$ cat src/rtl/keypad_pkg.sv
// keypad_pkg: shared types, constants and decode helpers for the 4x4 keypad scanner.
package keypad_pkg;

    // Scanner FSM states.
    typedef enum logic [1:0] {
        SCAN     = 2'd0,
        DEBOUNCE = 2'd1,
        PRESSED  = 2'd2,
        RELEASE  = 2'd3
    } kp_state_e;

    // Column drive value after reset: leftmost column (col[0]) active-low.
    localparam logic [3:0] COL_RESET = 4'b1110;

    // Key map indexed by {row_idx, col_idx}; row 0 is the top row, col 0 the left column.
    localparam logic [3:0] KEY_MAP [16] = '{
        4'h1, 4'h2, 4'h3, 4'hA,
        4'h4, 4'h5, 4'h6, 4'hB,
        4'h7, 4'h8, 4'h9, 4'hC,
        4'h0, 4'hF, 4'hE, 4'hD
    };

    // True when exactly one of the four active-low lines is low.
    function automatic logic one_low(input logic [3:0] v);
        logic res;
        case (v)
            4'b1110, 4'b1101, 4'b1011, 4'b0111: res = 1'b1;
            default:                            res = 1'b0;
        endcase
        return res;
    endfunction

    // Index of the single low bit; only meaningful when one_low() holds.
    function automatic logic [1:0] low_index(input logic [3:0] v);
        logic [1:0] idx;
        case (v)
            4'b1110: idx = 2'd0;
            4'b1101: idx = 2'd1;
            4'b1011: idx = 2'd2;
            4'b0111: idx = 2'd3;
            default: idx = 2'd0;
        endcase
        return idx;
    endfunction

endpackage

$ cat src/rtl/keypad_scanner_tick.sv
// scan_tick_gen: free-running divider producing a registered one-cycle strobe
// every SCAN_DIV clock cycles; the first strobe takes effect SCAN_DIV cycles
// after reset is released.
module scan_tick_gen #(
    parameter int SCAN_DIV = 100000
) (
    input  logic clk,
    input  logic rst,
    output logic tick
);

    localparam int CNT_W = (SCAN_DIV > 2) ? $clog2(SCAN_DIV) : 1;
    localparam logic [CNT_W-1:0] CNT_LAST = CNT_W'(SCAN_DIV - 1);
    localparam logic [CNT_W-1:0] CNT_PRE  = CNT_W'(SCAN_DIV - 2);

    logic [CNT_W-1:0] div_cnt_r;
    logic             tick_r;

    // Divider counter; the strobe is registered one count early so that it is
    // high during the cycle whose closing edge is the SCAN_DIV-th edge.
    always_ff @(posedge clk) begin
        if (rst) begin
            div_cnt_r <= {CNT_W{1'b0}};
            tick_r    <= 1'b0;
        end else begin
            tick_r <= (div_cnt_r == CNT_PRE);
            if (div_cnt_r == CNT_LAST) begin
                div_cnt_r <= {CNT_W{1'b0}};
            end else begin
                div_cnt_r <= div_cnt_r + CNT_W'(1);
            end
        end
    end

    assign tick = tick_r;

endmodule

$ cat src/rtl/keypad_scanner.sv
// keypad_scanner: column-scanning 4x4 keypad reader with row synchronizer,
// tick-based debounce, single-pulse key reporting and an optional two-digit
// entry register built only when KEYPAD_ENTRY_REG_EN is defined.
import keypad_pkg::*;

module keypad_scanner #(
    parameter int SCAN_DIV       = 100000,
    parameter int DEBOUNCE_SCANS = 4
) (
    input  logic       clk,
    input  logic       rst,
    input  logic [3:0] row,
    output logic [3:0] col,
    output logic [3:0] key_code,
    output logic       key_valid,
    output logic       key_held,
    output logic [7:0] entry
);

    localparam int CNT_W = (DEBOUNCE_SCANS > 1) ? $clog2(DEBOUNCE_SCANS + 1) : 1;
    localparam logic [CNT_W-1:0] CNT_DONE = CNT_W'(DEBOUNCE_SCANS);
    localparam logic [CNT_W-1:0] CNT_ONE  = CNT_W'(1);

    logic             tick_s;
    logic [3:0]       row_meta_r;
    logic [3:0]       rs_r;
    kp_state_e        state_r,    state_s;
    logic [3:0]       col_r,      col_s;
    logic [CNT_W-1:0] count_r,    count_s;
    logic [3:0]       cap_r,      cap_s;
    logic [3:0]       key_code_r, key_code_s;
    logic             key_valid_r, key_valid_s;
    logic             key_held_r,  key_held_s;
    logic             accept_s;
    logic [3:0]       col_rot_s;
    logic [3:0]       key_lookup_s;
    logic [CNT_W-1:0] count_inc_s;

    scan_tick_gen #(
        .SCAN_DIV (SCAN_DIV)
    ) u_tick (
        .clk  (clk),
        .rst  (rst),
        .tick (tick_s)
    );

    // Two-flop synchronizer for the asynchronous row inputs (idle high).
    always_ff @(posedge clk) begin
        if (rst) begin
            row_meta_r <= 4'hF;
            rs_r       <= 4'hF;
        end else begin
            row_meta_r <= row;
            rs_r       <= row_meta_r;
        end
    end

    assign col_rot_s    = {col_r[2:0], col_r[3]};
    assign key_lookup_s = KEY_MAP[{low_index(rs_r), low_index(col_r)}];
    assign count_inc_s  = count_r + CNT_ONE;

    // Next-state and next-output logic; all decisions are taken on scan ticks.
    always_comb begin
        state_s     = state_r;
        col_s       = col_r;
        count_s     = count_r;
        cap_s       = cap_r;
        key_code_s  = key_code_r;
        key_valid_s = 1'b0;
        key_held_s  = key_held_r;
        accept_s    = 1'b0;
        if (tick_s) begin
            case (state_r)
                SCAN: begin
                    if (one_low(rs_r)) begin
                        cap_s   = rs_r;
                        count_s = CNT_ONE;
                        if (CNT_ONE == CNT_DONE) begin
                            state_s     = PRESSED;
                            key_code_s  = key_lookup_s;
                            key_valid_s = 1'b1;
                            key_held_s  = 1'b1;
                            accept_s    = 1'b1;
                        end else begin
                            state_s = DEBOUNCE;
                        end
                    end else begin
                        col_s = col_rot_s;
                    end
                end
                DEBOUNCE: begin
                    if (rs_r == cap_r) begin
                        count_s = count_inc_s;
                        if (count_inc_s == CNT_DONE) begin
                            state_s     = PRESSED;
                            key_code_s  = key_lookup_s;
                            key_valid_s = 1'b1;
                            key_held_s  = 1'b1;
                            accept_s    = 1'b1;
                        end else begin
                            state_s = DEBOUNCE;
                        end
                    end else begin
                        state_s = SCAN;
                        col_s   = col_rot_s;
                    end
                end
                PRESSED: begin
                    if (rs_r == 4'hF) begin
                        count_s = CNT_ONE;
                        if (CNT_ONE == CNT_DONE) begin
                            state_s    = SCAN;
                            key_held_s = 1'b0;
                            col_s      = col_rot_s;
                        end else begin
                            state_s = RELEASE;
                        end
                    end else begin
                        state_s = PRESSED;
                    end
                end
                RELEASE: begin
                    if (rs_r == 4'hF) begin
                        count_s = count_inc_s;
                        if (count_inc_s == CNT_DONE) begin
                            state_s    = SCAN;
                            key_held_s = 1'b0;
                            col_s      = col_rot_s;
                        end else begin
                            state_s = RELEASE;
                        end
                    end else begin
                        state_s = PRESSED;
                    end
                end
                default: begin
                    state_s    = SCAN;
                    col_s      = COL_RESET;
                    count_s    = {CNT_W{1'b0}};
                    key_held_s = 1'b0;
                end
            endcase
        end else begin
            state_s = state_r;
        end
    end

    // State and output registers.
    always_ff @(posedge clk) begin
        if (rst) begin
            state_r     <= SCAN;
            col_r       <= COL_RESET;
            count_r     <= {CNT_W{1'b0}};
            cap_r       <= 4'hF;
            key_code_r  <= 4'h0;
            key_valid_r <= 1'b0;
            key_held_r  <= 1'b0;
        end else begin
            state_r     <= state_s;
            col_r       <= col_s;
            count_r     <= count_s;
            cap_r       <= cap_s;
            key_code_r  <= key_code_s;
            key_valid_r <= key_valid_s;
            key_held_r  <= key_held_s;
        end
    end

`ifdef KEYPAD_ENTRY_REG_EN
    logic [7:0] entry_r;

    // Two-digit entry register: each accepted key shifts in as the low digit.
    always_ff @(posedge clk) begin
        if (rst) begin
            entry_r <= 8'h00;
        end else if (accept_s) begin
            entry_r <= {entry_r[3:0], key_lookup_s};
        end else begin
            entry_r <= entry_r;
        end
    end

    assign entry = entry_r;
`else
    assign entry = 8'h00;
`endif

    assign col       = col_r;
    assign key_code  = key_code_r;
    assign key_valid = key_valid_r;
    assign key_held  = key_held_r;

endmodule

$ cat config.mk
export PLATFORM = sky130hd
export DESIGN_NAME = keypad_scanner
export DESIGN_NICKNAME = d
export VERILOG_FILES = /design/src/rtl/keypad_pkg.sv /design/src/rtl/keypad_scanner_tick.sv /design/src/rtl/keypad_scanner.sv
export SDC_FILE = /design/constraint.sdc
export NUM_CORES = 1
export LEC_CHECK = 0
export ABC_AREA = 1
export CAP_MARGIN = 20
export CORE_ASPECT_RATIO = 1.75
export CORE_MARGIN = 8
export CORE_UTILIZATION = 41
export CTS_BUF_LIST = sky130_fd_sc_hd__clkbuf_4 sky130_fd_sc_hd__clkbuf_8 sky130_fd_sc_hd__clkbuf_16
export DETAILED_ROUTE_END_ITERATION = 12
export DONT_BUFFER_PORTS = 1
export PLACE_DENSITY = 0.54
export SETUP_SLACK_MARGIN = 0.02
export SLEW_MARGIN = 30
export SYNTH_ARGS = -nofsm -noshare
export SYNTH_HDL_FRONTEND = slang
export SYNTH_SLANG_ARGS = --single-unit
export TNS_END_PERCENT = 100
$ cat constraint.sdc
create_clock -name clk -period 2.1 [get_ports clk]
set_clock_uncertainty 0.1 [all_clocks]
set_input_delay 0.42 -clock clk [delete_from_list [all_inputs] [get_ports clk]]
set_output_delay 0.42 -clock clk [all_outputs]
set_load 0.1 [all_outputs]
; ---- After elaboration in Yosys (flattened, before gate mapping)
; Memory sizes are Yosys's and may differ from the RTL's. A register that Yosys moved wholly into a read port is not among the register bits.
; Cells that the tools add are included.
[classes]
eq_ne = 23
mux = 28
bitwise = 4
reduce_logical = 12
add_sub_neg = 2
[op_table]
columns = operator, count
row1 = $eq A17 B17 Y1 const B, 2
row2 = $eq A4 B4 Y1 const B, 6
row3 = $add A17 B1 Y17 const B, 1
row4 = $mux W4, 4
row5 = $ne A2 B2 Y1 const B, 8
row6 = $mux W3, 4
row7 = $pmux W2 S3, 2
row8 = $pmux W3 S4, 1
row9 = $pmux W4 S3, 1
row10 = $reduce_and A6 Y1, 2
row11 = $mux W2, 5
row12 = $mux W1, 9
row13 = $eq A4 B3 Y1 const B, 2
row14 = $pmux W2 S4, 1
row15 = $reduce_or A4 Y1, 2
row16 = $not A4 Y5, 1
row17 = $reduce_and A5 Y1, 1
row18 = $eq A2 B2 Y1 const B, 2
row19 = $eq A4 B4 Y1, 1
row20 = $reduce_and A4 Y1, 1
row21 = $add A3 B1 Y3 const B, 1
row22 = $eq A3 B3 Y1 const B, 1
row23 = $not A1 Y1, 3
row24 = $reduce_and A3 Y1, 1
row25 = other kinds (7), 7
[totals]
inputBits = 6
regBits = 41
mem_bits_ro = 64
word_cells = 80
n_memories = 1
[mem_list]
columns = memory, words, width, read_ports, rd_clocked_by_memory_dff, write_ports, line_no
row1 = (name not given), 16, 4, 1, 1, 0, keypad_scanner.sv:59  ; assign key_lookup_s = KEY_MAP[{low_index(rs_r), low_index(col_r)}];

; ---- Longest topological paths before layout
[logic_depth]
word_depth = 7
ltp_mapped = 11

; ---- Cells and area by module
; From an unflattened synthesis, not the netlist that was laid out.
[unflattened]
cells_unflattened = 343
area_unflattened_um2 = 2516.2
[modules_own_cells]
columns = module, area_each_um2, seq_area_each_um2, n_inst, cells_per_inst
row1 = keypad_scanner, 1551.5, 540.5, 1, 207
row2 = scan_tick_gen, 964.7, 360.3, 1, 136

; ---- Worst setup path before layout
; OpenSTA, ideal clock, no wires.
[synth_timing]
path_type = reg-to-reg
from = reg col_r[3] (netlist: col[3])
to = reg key_code_r[2] (netlist: key_code[2])
synth_period_minus_slack_ns = 2.417
path_slack_ns = -0.317
setup_time_ns = 0.070
arrival_time_ns = 2.247
path_buffers = 0
path_stages_with_launch = 9
path_cell_list = dfxtp_1 nor2_1 o21ai_0 inv_1 ha_1 or2_2 nand2_1 nand2_1 a21oi_1
[synth_via]
elab_chain_cells = 3
elab_cells_between_ends = 5
classes_between = eq/ne: 3 / mux: 1 / bitwise: 1
[synth_rtl]
columns = item, line_no
row1 = "start, declared", keypad_scanner.sv:28  ; logic [3:0] col_r, col_s;
row2 = "start signal, assigned", keypad_scanner.sv:160  ; col_r <= col_s;
row3 = $eq A4 B3 Y1 or $eq A4 B4 Y1 (tied branches), keypad_pkg.sv:36  ; case (v)
row4 = $pmux W2 S3 (*), keypad_pkg.sv:36
row5 = $not A4 Y5 (implied by the code) (*), keypad_scanner.sv:59
row6 = "end, declared", keypad_scanner.sv:31  ; logic [3:0] key_code_r, key_code_s;
; Mark *: on every way between the ends. The rest lies on a longest branch, timed or not.
; A chain may end at the register's enable or synchronous reset.

; ---- Worst setup path after layout
[layout_timing]
from = reg col_r[2] (netlist: col[2])
to = reg key_code_r[2] (netlist: key_code[2])
; Same word-level chain as after synthesis.

==> impl_results.md <==
- Data arrival, critical path: 1960 ps
- Slew Limit Fails: 0
- Vias in the first global route: 1,840
- Peak supply drop: 0.419 mV
- Commonest non-fill, non-tap cell in the layout: nand2_1
- CTS clock-pin slew for the worst setup and hold paths: 80 ps
- R2r worst-path depth: 9
- Primary FF master, synth: dfxtp_1
- Placed Area: 2450 µm²
- Fin crit share: 87.7%
- Critical path peak fanout: 5
- Clock Sink Count: 45
- Via count: 1,905
- Pin count of the biggest net entering global routing: 18
- CTS root buf: clkbuf_8
- I/O Buffers: 0
- CTS tree: yes
- Crit-path slowest cell: dfxtp_2
- DP HPWL: 3.59 mm
- Mapped cell area: 2320 µm²
- Core area: 5540 µm²
- Placed cells: 400
- All-Layer GR Usage: 11.8%
- Row count: 36
- Post-place setup slack: 230 ps
- ANT cells: 0
- MaxCap Viol Count: 0
- Initial Util: 41.9%
- Max clock buf depth: 2
- IO Pins: 24
- WL/cell: 11.2 µm
- Startpoint types: flop
- Final Cell Area: 2540 µm²
- Grt ovf: 0
- Ys async rst share: 0%
- Residual DRC: 0
- Die width: 72.9 µm
- Syn avg cell area: 7.33 µm²
- Crit end category: flop
- Die ar.: 8430 µm²
- RSZ-0062 raised after global routing: no
- TritonCTS Buffers: 5
- Commonest cells after routing, fill and taps aside: 77 x nand2_1, 41 x dfxtp_1, 35 x nor2_1, 34 x inv_1, 16 x nand3_1
- Register area share after synthesis: 38.8%
- Count of synthesis-stage warnings from yosys: 0
- Hold/Removal Path Class: in -> reg
- 1st-iter DRT viols: 53
- Status: completed
- Max frequency: 0.543 GHz
- CP Buf/Inv Count: 2
- Power per cell area: 612 nW/µm²
- Final Hold Vio Count: 0
- DRT Pass-1 Iters: 4
- Crit Path Category: reg -> reg
- Cell breakdown of the critical path: inv_1, nor2_1, o21ai_0, inv_1, ha_1, or2_2, nand2_1, nand2_1, a21oi_1
- Critical Path Stages: 9
- EDFF count, synth: 0
- Final setup violation count: 0
- Final Wtd Congestion: 0.792
- Setup slack after layout: 259 ps
- Synth Register Bits: 45
- Critical path's top delay family: compound AO/OA/AOI/OAI gates
- Vias per inst: 4.68
- Layout cells sized above 1: 17.8%
- Netlist cell types: 33
- Pleak: 1.18 nW
- Hold Path Stages: 1
- Antenna Nets Post-Route: 0
- Final Util: 45.8%
- First-pass GRT wire length: 7.89 mm
- Die Ht: 116 µm
- H-tree depth: 2
- Worst skew pair latency: 290 ps
- Post-CTS Resized: 0
- CP required: 2220 ps
- Nets: 345
- Final wirelength: 4.56 mm
- Setup tns final: 0 ps
- Initial antenna violation count: 0
- Critical Path Max Stage Delay: 350 ps
- Final min period: 1840 ps
- Synth Instances: 317
- Setup bufs post-CTS: 0
- Area Overhead vs Synth: 9.26%
- Hold WS: 94.3 ps
- Non-filler cells, final: 407
- Post-layout power: 1.55 mW
- Post-CTS Hold Fix Bufs: 0
[routing by layer]
layer	vias to the layer above	global-route usage (%)	share of wire (%)	wire length, µm
met5	-	0	0	0
met4	0	4.44	0.68	31
met3	2	2.51	2.7	124
met2	15	23.9	59	2680
met1	882	10.5	38	1730
li1	1006	-	-	-
[sequential cells by signal, summed over array words and instances (netlist names)]
name	flops
rs_r	4
row_meta_r	4
key_held	1
state_r	2
cap_r	4
u_tick.tick	1
count_r	3
key_code	4
col	4
key_valid	1
u_tick.div_cnt_r	17
[final cells by class]
type                    count  area [µm²]
repair buffers             12        90.1
clock buffers               7        90.1
flip-flops and latches     45         906
inverters                  40         151
fillers                   603        3000
multi-input cells         227        1210
well taps                  76        95.1
[power by group]
part / leakage (nW) / internal (mW) / switching (mW)
Combinational: 0.771 / 0.0260 / 0.109
Clock: 0.0477 / 0.274 / 0.272
Sequential: 0.364 / 0.864 / 0.00955
Total: 1.18 / 1.16 / 0.390
[cells by family (layout without fill, tap and decap cells)]
group / after synthesis / count (layout) / synth area share [%]
buf+inv: 52 / 59 / 10.4
xor+xnor: 11 / 11 / 4.15
simple gates: 170 / 170 / 34.0
other cells: 1 / 8 / 0.161
flops: 45 / 45 / 38.8
fa+ha+maj: 8 / 8 / 4.31
compound gates: 30 / 30 / 8.18
[cells in the mapped netlist, types with 4 or more instances]
library cell,count,area share (%)
nand2_2,7,1.9
ha_1,8,4.3
inv_2,5,0.81
nand2_1,77,12
nand3_1,16,3.4
or2_2,10,2.7
inv_1,34,5.5
nand4_1,4,1.1
nor2_1,35,5.7
xor2_1,8,3.0
o21ai_0,5,1.1
o211ai_1,7,2.3
nor3_1,9,1.9
dfxtp_1,45,39
buf_4,8,2.6
a21oi_1,11,2.4
[path summary, 6_finish.rpt]
kind / startpoint / slack [ps] / end
hold reg to reg: row_meta_r[0] / 310 / rs_r[0]
setup reg to reg: col[2] / 260 / key_code[2]
setup / recovery: col[2] / 260 / key_code[2]
hold / removal: rst / 90 / key_code[1]
No activity file was read; power rests on OpenSTA's default activity.
